### src/rtl/store_buffer_pkg.sv
// Shared types and helpers for the posted-write store buffer.
// Optional feature macro used by the design: STORE_BUFFER_COALESCE_EN.
package store_buffer_pkg;

    // Entry fields are held in parallel arrays in the top level so the data and
    // address widths can follow the Width parameter.
    typedef enum logic [1:0] {
        SelIdle,
        SelLoad,
        SelDrain
    } arb_sel_e;

    function automatic int unsigned ptr_width(input int unsigned depth);
        return (depth > 1) ? $clog2(depth) : 1;
    endfunction

endpackage

### src/rtl/sb_fwd_match.sv
// Combinational youngest-first address search over the held buffer entries.
// Returns whether any valid entry matches the load address, and that entry's data.
module sb_fwd_match
    import store_buffer_pkg::*;
#(
    parameter int unsigned Width = 32,
    parameter int unsigned Depth = 4
) (
    input  logic [Width-1:0]             entry_addr [Depth],
    input  logic [Width-1:0]             entry_data [Depth],
    input  logic [Depth-1:0]             entry_valid,
    input  logic [ptr_width(Depth)-1:0]  tail,
    input  logic [Width-1:0]             ld_addr,
    output logic                         hit,
    output logic [Width-1:0]             hit_data
);

    localparam int unsigned PtrW = ptr_width(Depth);

    logic [PtrW-1:0] idx;

    // tail-1 is the youngest entry; the first match walking backwards wins.
    always_comb begin
        hit      = 1'b0;
        hit_data = '0;
        idx      = '0;
        for (int k = 0; k < Depth; k++) begin
            idx = tail - PtrW'(k + 1);
            if (!hit && entry_valid[idx] && (entry_addr[idx] == ld_addr)) begin
                hit      = 1'b1;
                hit_data = entry_data[idx];
            end
        end
    end

endmodule

### src/rtl/store_buffer.sv
// Posted-write store buffer: FIFO of stores drained to memory when loads leave the port idle.
// Define STORE_BUFFER_COALESCE_EN to merge a store into the youngest entry on address match.
module store_buffer
    import store_buffer_pkg::*;
#(
    parameter int unsigned Width = 32,
    parameter int unsigned Depth = 4
) (
    input  logic                     clk,
    input  logic                     rst_n,
    input  logic                     st_valid,
    output logic                     st_ready,
    input  logic [Width-1:0]         st_addr,
    input  logic [Width-1:0]         st_wdata,
    input  logic                     ld_req,
    input  logic [Width-1:0]         ld_addr,
    output logic [Width-1:0]         ld_data,
    output logic                     ld_fwd,
    output logic                     mem_read,
    output logic                     mem_write,
    output logic [Width-1:0]         mem_addr,
    output logic [Width-1:0]         mem_wdata,
    input  logic [Width-1:0]         mem_rdata,
    output logic                     empty,
    output logic [$clog2(Depth):0]   count
);

    localparam int unsigned PtrW = ptr_width(Depth);
    localparam int unsigned CntW = $clog2(Depth) + 1;

    logic [Width-1:0] addr_q [Depth];
    logic [Width-1:0] data_q [Depth];
    logic [Depth-1:0] valid_q;
    logic [PtrW-1:0]  head_q;
    logic [PtrW-1:0]  tail_q;
    logic [CntW-1:0]  count_q;

    arb_sel_e         sel;
    logic             drain;
    logic             full;
    logic [PtrW-1:0]  youngest;
    logic             coalesce_ok;
    logic             accept;
    logic             push;
    logic             coalesce_wr;
    logic             fwd_hit;
    logic [Width-1:0] fwd_data;

    // Loads always own the port; draining only happens on load-free cycles.
    always_comb begin
        sel = SelIdle;
        if (ld_req) begin
            sel = SelLoad;
        end else if (count_q != '0) begin
            sel = SelDrain;
        end
    end

    assign drain    = (sel == SelDrain);
    assign full     = (count_q == CntW'(Depth));
    assign youngest = tail_q - PtrW'(1);

`ifdef STORE_BUFFER_COALESCE_EN
    // The head leaving this cycle cannot absorb new data, so such a store allocates.
    assign coalesce_ok = (count_q != '0) && valid_q[youngest] &&
                         (addr_q[youngest] == st_addr) &&
                         !(drain && (head_q == youngest));
`else
    assign coalesce_ok = 1'b0;
`endif

    // Not bypassed by a same-cycle drain: a full buffer stalls for one cycle.
    assign st_ready    = !full || coalesce_ok;
    assign accept      = st_valid && st_ready;
    assign push        = accept && !coalesce_ok;
    assign coalesce_wr = accept && coalesce_ok;

    assign empty = (count_q == '0);
    assign count = count_q;

    sb_fwd_match #(
        .Width (Width),
        .Depth (Depth)
    ) u_fwd_match (
        .entry_addr  (addr_q),
        .entry_data  (data_q),
        .entry_valid (valid_q),
        .tail        (tail_q),
        .ld_addr     (ld_addr),
        .hit         (fwd_hit),
        .hit_data    (fwd_data)
    );

    always_comb begin
        mem_read  = 1'b0;
        mem_write = 1'b0;
        mem_addr  = '0;
        mem_wdata = '0;
        ld_data   = '0;
        ld_fwd    = 1'b0;
        unique case (sel)
            SelLoad: begin
                mem_read = 1'b1;
                mem_addr = ld_addr;
                ld_fwd   = fwd_hit;
                ld_data  = fwd_hit ? fwd_data : mem_rdata;
            end
            SelDrain: begin
                mem_write = 1'b1;
                mem_addr  = addr_q[head_q];
                mem_wdata = data_q[head_q];
            end
            default: ;
        endcase
    end

    // push and drain never target the same slot: that would need count 0 and Depth at once.
    always_ff @(posedge clk) begin
        if (!rst_n) begin
            head_q  <= '0;
            tail_q  <= '0;
            count_q <= '0;
            valid_q <= '0;
            for (int i = 0; i < Depth; i++) begin
                addr_q[i] <= '0;
                data_q[i] <= '0;
            end
        end else begin
            if (push) begin
                addr_q[tail_q]  <= st_addr;
                data_q[tail_q]  <= st_wdata;
                valid_q[tail_q] <= 1'b1;
                tail_q          <= tail_q + PtrW'(1);
            end
            if (coalesce_wr) begin
                data_q[youngest] <= st_wdata;
            end
            if (drain) begin
                valid_q[head_q] <= 1'b0;
                head_q          <= head_q + PtrW'(1);
            end
            count_q <= count_q + CntW'(push) - CntW'(drain);
        end
    end

endmodule

### config.mk
export PLATFORM = sky130hd
export DESIGN_NAME = store_buffer
export DESIGN_NICKNAME = d
export VERILOG_FILES = /design/src/rtl/store_buffer_pkg.sv /design/src/rtl/sb_fwd_match.sv /design/src/rtl/store_buffer.sv
export SDC_FILE = /design/constraint.sdc
export NUM_CORES = 1
export LEC_CHECK = 0
export CAP_MARGIN = 20
export CORE_ASPECT_RATIO = 0.7
export CORE_UTILIZATION = 55
export CTS_BUF_LIST = sky130_fd_sc_hd__clkbuf_8
export DETAILED_ROUTE_END_ITERATION = 12
export DONT_BUFFER_PORTS = 1
export PLACE_DENSITY = 0.78
export SLEW_MARGIN = 5
export SYNTH_ARGS = -nofsm -noshare
export SYNTH_HDL_FRONTEND = slang
export SYNTH_HIERARCHICAL = 1
export SYNTH_SLANG_ARGS = --single-unit
export TNS_END_PERCENT = 50
### constraint.sdc
create_clock -name clk -period 13.6 [get_ports clk]
set_input_delay 2.72 -clock clk [delete_from_list [all_inputs] [get_ports clk]]
set_output_delay 2.72 -clock clk [all_outputs]
set_load 0.005 [all_outputs]
==> flow_metrics.tcl <==
set metrics [dict create \
    launching_point_of_the_worst_reg2reg_path "tail_q[1]$_SDFFE_PN0P_" \
    finalInstanceArea_um2 21800 \
    global_route.usage.total 0.336 \
    place_congestion 1.08 \
    synth-edff-count 0 \
    grt_start_max_net_pins 327 \
    critPathCaptureType "output port" \
    worst_slew_margin_rel 0.286 \
    final_cells 2649 \
    cts_tree "built" \
    grt_pass1_wl_um 103000 \
    route.detailed.drc 0 \
    fin_hold_ws_ps 484 \
    run_status "complete, no violations" \
    postCtsHoldBufs 0 \
    placement.io_buffers 0 \
    num_io_pins 236 \
    timing.final.hold_violations 0 \
    post_cts.resized_instances 0 \
    path_max_fanout 66 \
    number_of_flip_flops_and_latches_in_the_synthesized_netlist 267 \
    rows 59 \
    hold_critical_path_endpoint "data_q[91]$_SDFFE_PN0P_" \
    numCtsBuffers 45 \
    fmax_mhz 107 \
    design_power_total_w 0.00271 \
    cts-root-buf "sky130_fd_sc_hd__clkbuf_8" \
    r2r_end "addr_q[41]$_SDFFE_PN0P_" \
    critical_path_arrival_ps 6590 \
    synth_top_cells_by_area "sky130_fd_sc_hd__mux2i_1 (27%), sky130_fd_sc_hd__dfxtp_1 (25%), sky130_fd_sc_hd__mux4_2 (8.2%)" \
    synth.lib_cells_used.distinct 71 \
    synth_ff_type "sky130_fd_sc_hd__dfxtp_1" \
    initial_antenna_violation_count 4 \
    yosys.area.top_type "sky130_fd_sc_hd__mux2i_1" \
    hpwl_um 47000 \
    route.detailed.wl_per_inst_um 25.6 \
    ir_drop_uv 89.4 \
    route.final.wire_length_um 67900 \
    finClkSkew_ps 23.7 \
    h-tree-depth 2 \
    final_antenna_net_count 0 \
    start_util 0.564 \
    synthesis.yosys.warnings 6 \
    die_area_um2 39300 \
    critPathKind "reg -> out" \
    netlist_area_before_placement_um2 21200 \
    die_x_um 237 \
    clkTransAtPathRegs_ps 70 \
    nets_finish 2266 \
    postSynthNetCount 2419 \
    number_of_setup_violations_in_the_final_report 0 \
    min_from "data_q[91]$_SDFFE_PN0P_" \
    post_synth.cell_area_avg_um2 9.31 \
    final_min_period_over_clock_period 0.685 \
    placed_cell_area_um2 20700 \
    area_share_of_the_largest_cell_type_after_synthesis 0.270 \
    dp_cells 2562 \
    unrepaired_setup_endpoints_after_global_routing "no" \
    min-delay-path-class "reg -> reg" \
    flow.area_growth_from_synthesis_pct 3.05 \
    clock_tree.buffer_depth 3 \
    crit_required_ps 10880 \
    synth_cells 2276 \
    cts.sinks 267 \
    final_max_slew_viol_count 0 \
    leakage_nw 7.10 \
    first_pass_iters 8 \
    setup_tns_ps 0 \
    ys_seq_area_frac 0.252 \
    max_slew.worst_pin.slew_ps 1070 \
    drt_first_iter_violations 2178 \
    worstSetupStartpointType "flop" \
    fill_cells 3183 \
    min_path_cells 2 \
    floorplan.die.height_um 166 \
    setup.reg_to_reg.worst_slack_ps 9730 \
    cap_viol_max_count 0 \
    min_period_ps 9310 \
    power.density_nw_per_um2 124 \
    post_cts_buffers 0 \
    worst_skew_pair.late_latency_ps 580 \
    reg2reg_depth 5 \
    grt_pass1_vias 16864 \
    avgViaCountPerCell 6.73 \
    remaining_global_route_overflow 0 \
    coreArea_um2 37600 \
    postSynth.asyncResetShare 0 \
    via_count 17827 \
    drive_gt1_frac 0.130 \
]
==> where the power goes <==
group / internal, W / total (W) / switching, W
Combinational: 0.000385 / 0.000896 / 0.000511
Clock: 0.000485 / 0.000847 / 0.000361
Sequential: 0.000852 / 0.000967 / 0.000115
Total: 0.00172 / 0.00271 / 0.000987
==> cells in the mapped netlist, types with 5 or more instances <==
library cell,number
sky130_fd_sc_hd__nor4_1,29
sky130_fd_sc_hd__a2111oi_0,59
sky130_fd_sc_hd__buf_1,18
sky130_fd_sc_hd__o2bb2ai_1,7
sky130_fd_sc_hd__and2_1,55
sky130_fd_sc_hd__inv_1,43
sky130_fd_sc_hd__nor2b_1,34
sky130_fd_sc_hd__nand3_1,12
sky130_fd_sc_hd__clkbuf_1,106
sky130_fd_sc_hd__a21oi_1,73
sky130_fd_sc_hd__mux4_2,77
sky130_fd_sc_hd__a211oi_1,5
sky130_fd_sc_hd__or3_1,12
sky130_fd_sc_hd__buf_4,14
sky130_fd_sc_hd__a221oi_1,5
sky130_fd_sc_hd__buf_2,47
sky130_fd_sc_hd__nand2_1,356
sky130_fd_sc_hd__o21ai_0,28
sky130_fd_sc_hd__o211ai_1,8
sky130_fd_sc_hd__nor2_1,56
sky130_fd_sc_hd__xnor2_1,87
sky130_fd_sc_hd__nor3_1,17
sky130_fd_sc_hd__buf_8,9
sky130_fd_sc_hd__ha_1,10
sky130_fd_sc_hd__nand4_1,14
sky130_fd_sc_hd__a22o_1,34
sky130_fd_sc_hd__buf_6,27
sky130_fd_sc_hd__mux2i_1,571
sky130_fd_sc_hd__xor2_1,36
sky130_fd_sc_hd__dfxtp_1,267
sky130_fd_sc_hd__mux2_2,85
sky130_fd_sc_hd__o22ai_1,8
==> cells by family after synthesis <==
group | after synthesis | synth area share
flip-flops | 267 | 0.252
multiplexers | 735 | 0.398
adder cells (fa/ha/maj) | 11 | 0.00685
XOR/XNOR | 123 | 0.0509
AO/OA/AOI/OAI | 265 | 0.0926
buffers and inverters | 268 | 0.0672
AND/OR/NAND/NOR | 607 | 0.132
==> metal layers <==
metal  track usage  vias up  share of wire
met5             0        -        0.00037
met1         0.500     8800           0.45
met3        0.0761      138           0.11
met2         0.480      934           0.42
li1              -     7951              -
met4        0.0923        4          0.024
==> how the worst max path moves through the flow <==
stage                                 startpoint     endpoint  cells after the start
after floorplan                      ld_addr[14]  ld_data[22]                     13
after global placement                ld_addr[3]  ld_data[14]                     14
after detailed placement              ld_addr[3]  ld_data[23]                     14
after CTS                 tail_q[0]$_SDFFE_PN0P_  ld_data[23]                     15
after global routing      tail_q[1]$_SDFFE_PN0P_  ld_data[26]                     14
final                     tail_q[1]$_SDFFE_PN0P_  ld_data[26]                     14
==> worst max-delay path, stage by stage (launching register included) <==
cell	delay, ps
sky130_fd_sc_hd__dfxtp_4	900
sky130_fd_sc_hd__buf_4	880
sky130_fd_sc_hd__mux2i_1	480
sky130_fd_sc_hd__o22ai_1	160
sky130_fd_sc_hd__nor4_1	370
sky130_fd_sc_hd__nand4_1	250
sky130_fd_sc_hd__a2111oi_4	540
sky130_fd_sc_hd__nand3_2	710
sky130_fd_sc_hd__nor3b_4	460
sky130_fd_sc_hd__buf_8	190
sky130_fd_sc_hd__buf_4	230
sky130_fd_sc_hd__a2111oi_0	370
sky130_fd_sc_hd__a21oi_1	90
sky130_fd_sc_hd__mux2i_1	150
sky130_fd_sc_hd__nor2b_1	80
==> cell type report <==
class                           instances  area [um^2]  share of cell area
Inverter                               45          171             0.00785
Multi-Input combinational cell       1741        14400               0.661
Tap cell                              488          611              0.0280
Antenna cell                            3         7.51            0.000344
Sequential cell                       267         5360               0.246
Clock buffer                           59          812              0.0372
Clock inverter                         23          238              0.0109
Timing Repair Buffer                   23          200             0.00917
==> metrics by stage <==
stage / utilization / worst slack, ps
global route: 0.581 / 3890
finish: 0.581 / 4290
global placement: 0.552 / 4510
floorplan: - / 5240
CTS: 0.580 / 4200
detailed placement: 0.552 / 4470
==> cell usage in the layout, fill, tap and decap left out, types with 8 or more instances in the layout <==
cell / n
sky130_fd_sc_hd__mux2i_1: 571
sky130_fd_sc_hd__nand2_1: 356
sky130_fd_sc_hd__dfxtp_1: 263
sky130_fd_sc_hd__xnor2_1: 87
sky130_fd_sc_hd__mux2_2: 85
sky130_fd_sc_hd__mux4_2: 77
sky130_fd_sc_hd__a21oi_1: 73
sky130_fd_sc_hd__clkbuf_8: 59
sky130_fd_sc_hd__a2111oi_0: 59
sky130_fd_sc_hd__nor2_1: 56
sky130_fd_sc_hd__and2_1: 55
sky130_fd_sc_hd__inv_1: 49
sky130_fd_sc_hd__xor2_1: 36
sky130_fd_sc_hd__a22o_1: 34
sky130_fd_sc_hd__nor2b_1: 34
sky130_fd_sc_hd__nor4_1: 29
sky130_fd_sc_hd__o21ai_0: 28
sky130_fd_sc_hd__buf_4: 21
sky130_fd_sc_hd__nor3_1: 17
sky130_fd_sc_hd__nand4_1: 14
sky130_fd_sc_hd__or3_1: 12
sky130_fd_sc_hd__nand3_1: 12
sky130_fd_sc_hd__ha_1: 10
sky130_fd_sc_hd__clkinv_2: 9
sky130_fd_sc_hd__o211ai_1: 8
sky130_fd_sc_hd__o22ai_1: 8
==> flip-flops by register name, indices dropped and copies added, names as in the netlist <==
| signal | flops |
|---|---|
| data_q | 128 |
| tail_q | 2 |
| valid_q | 4 |
| head_q | 2 |
| count | 3 |
| addr_q | 128 |
(Power assumes the default switching activity.)
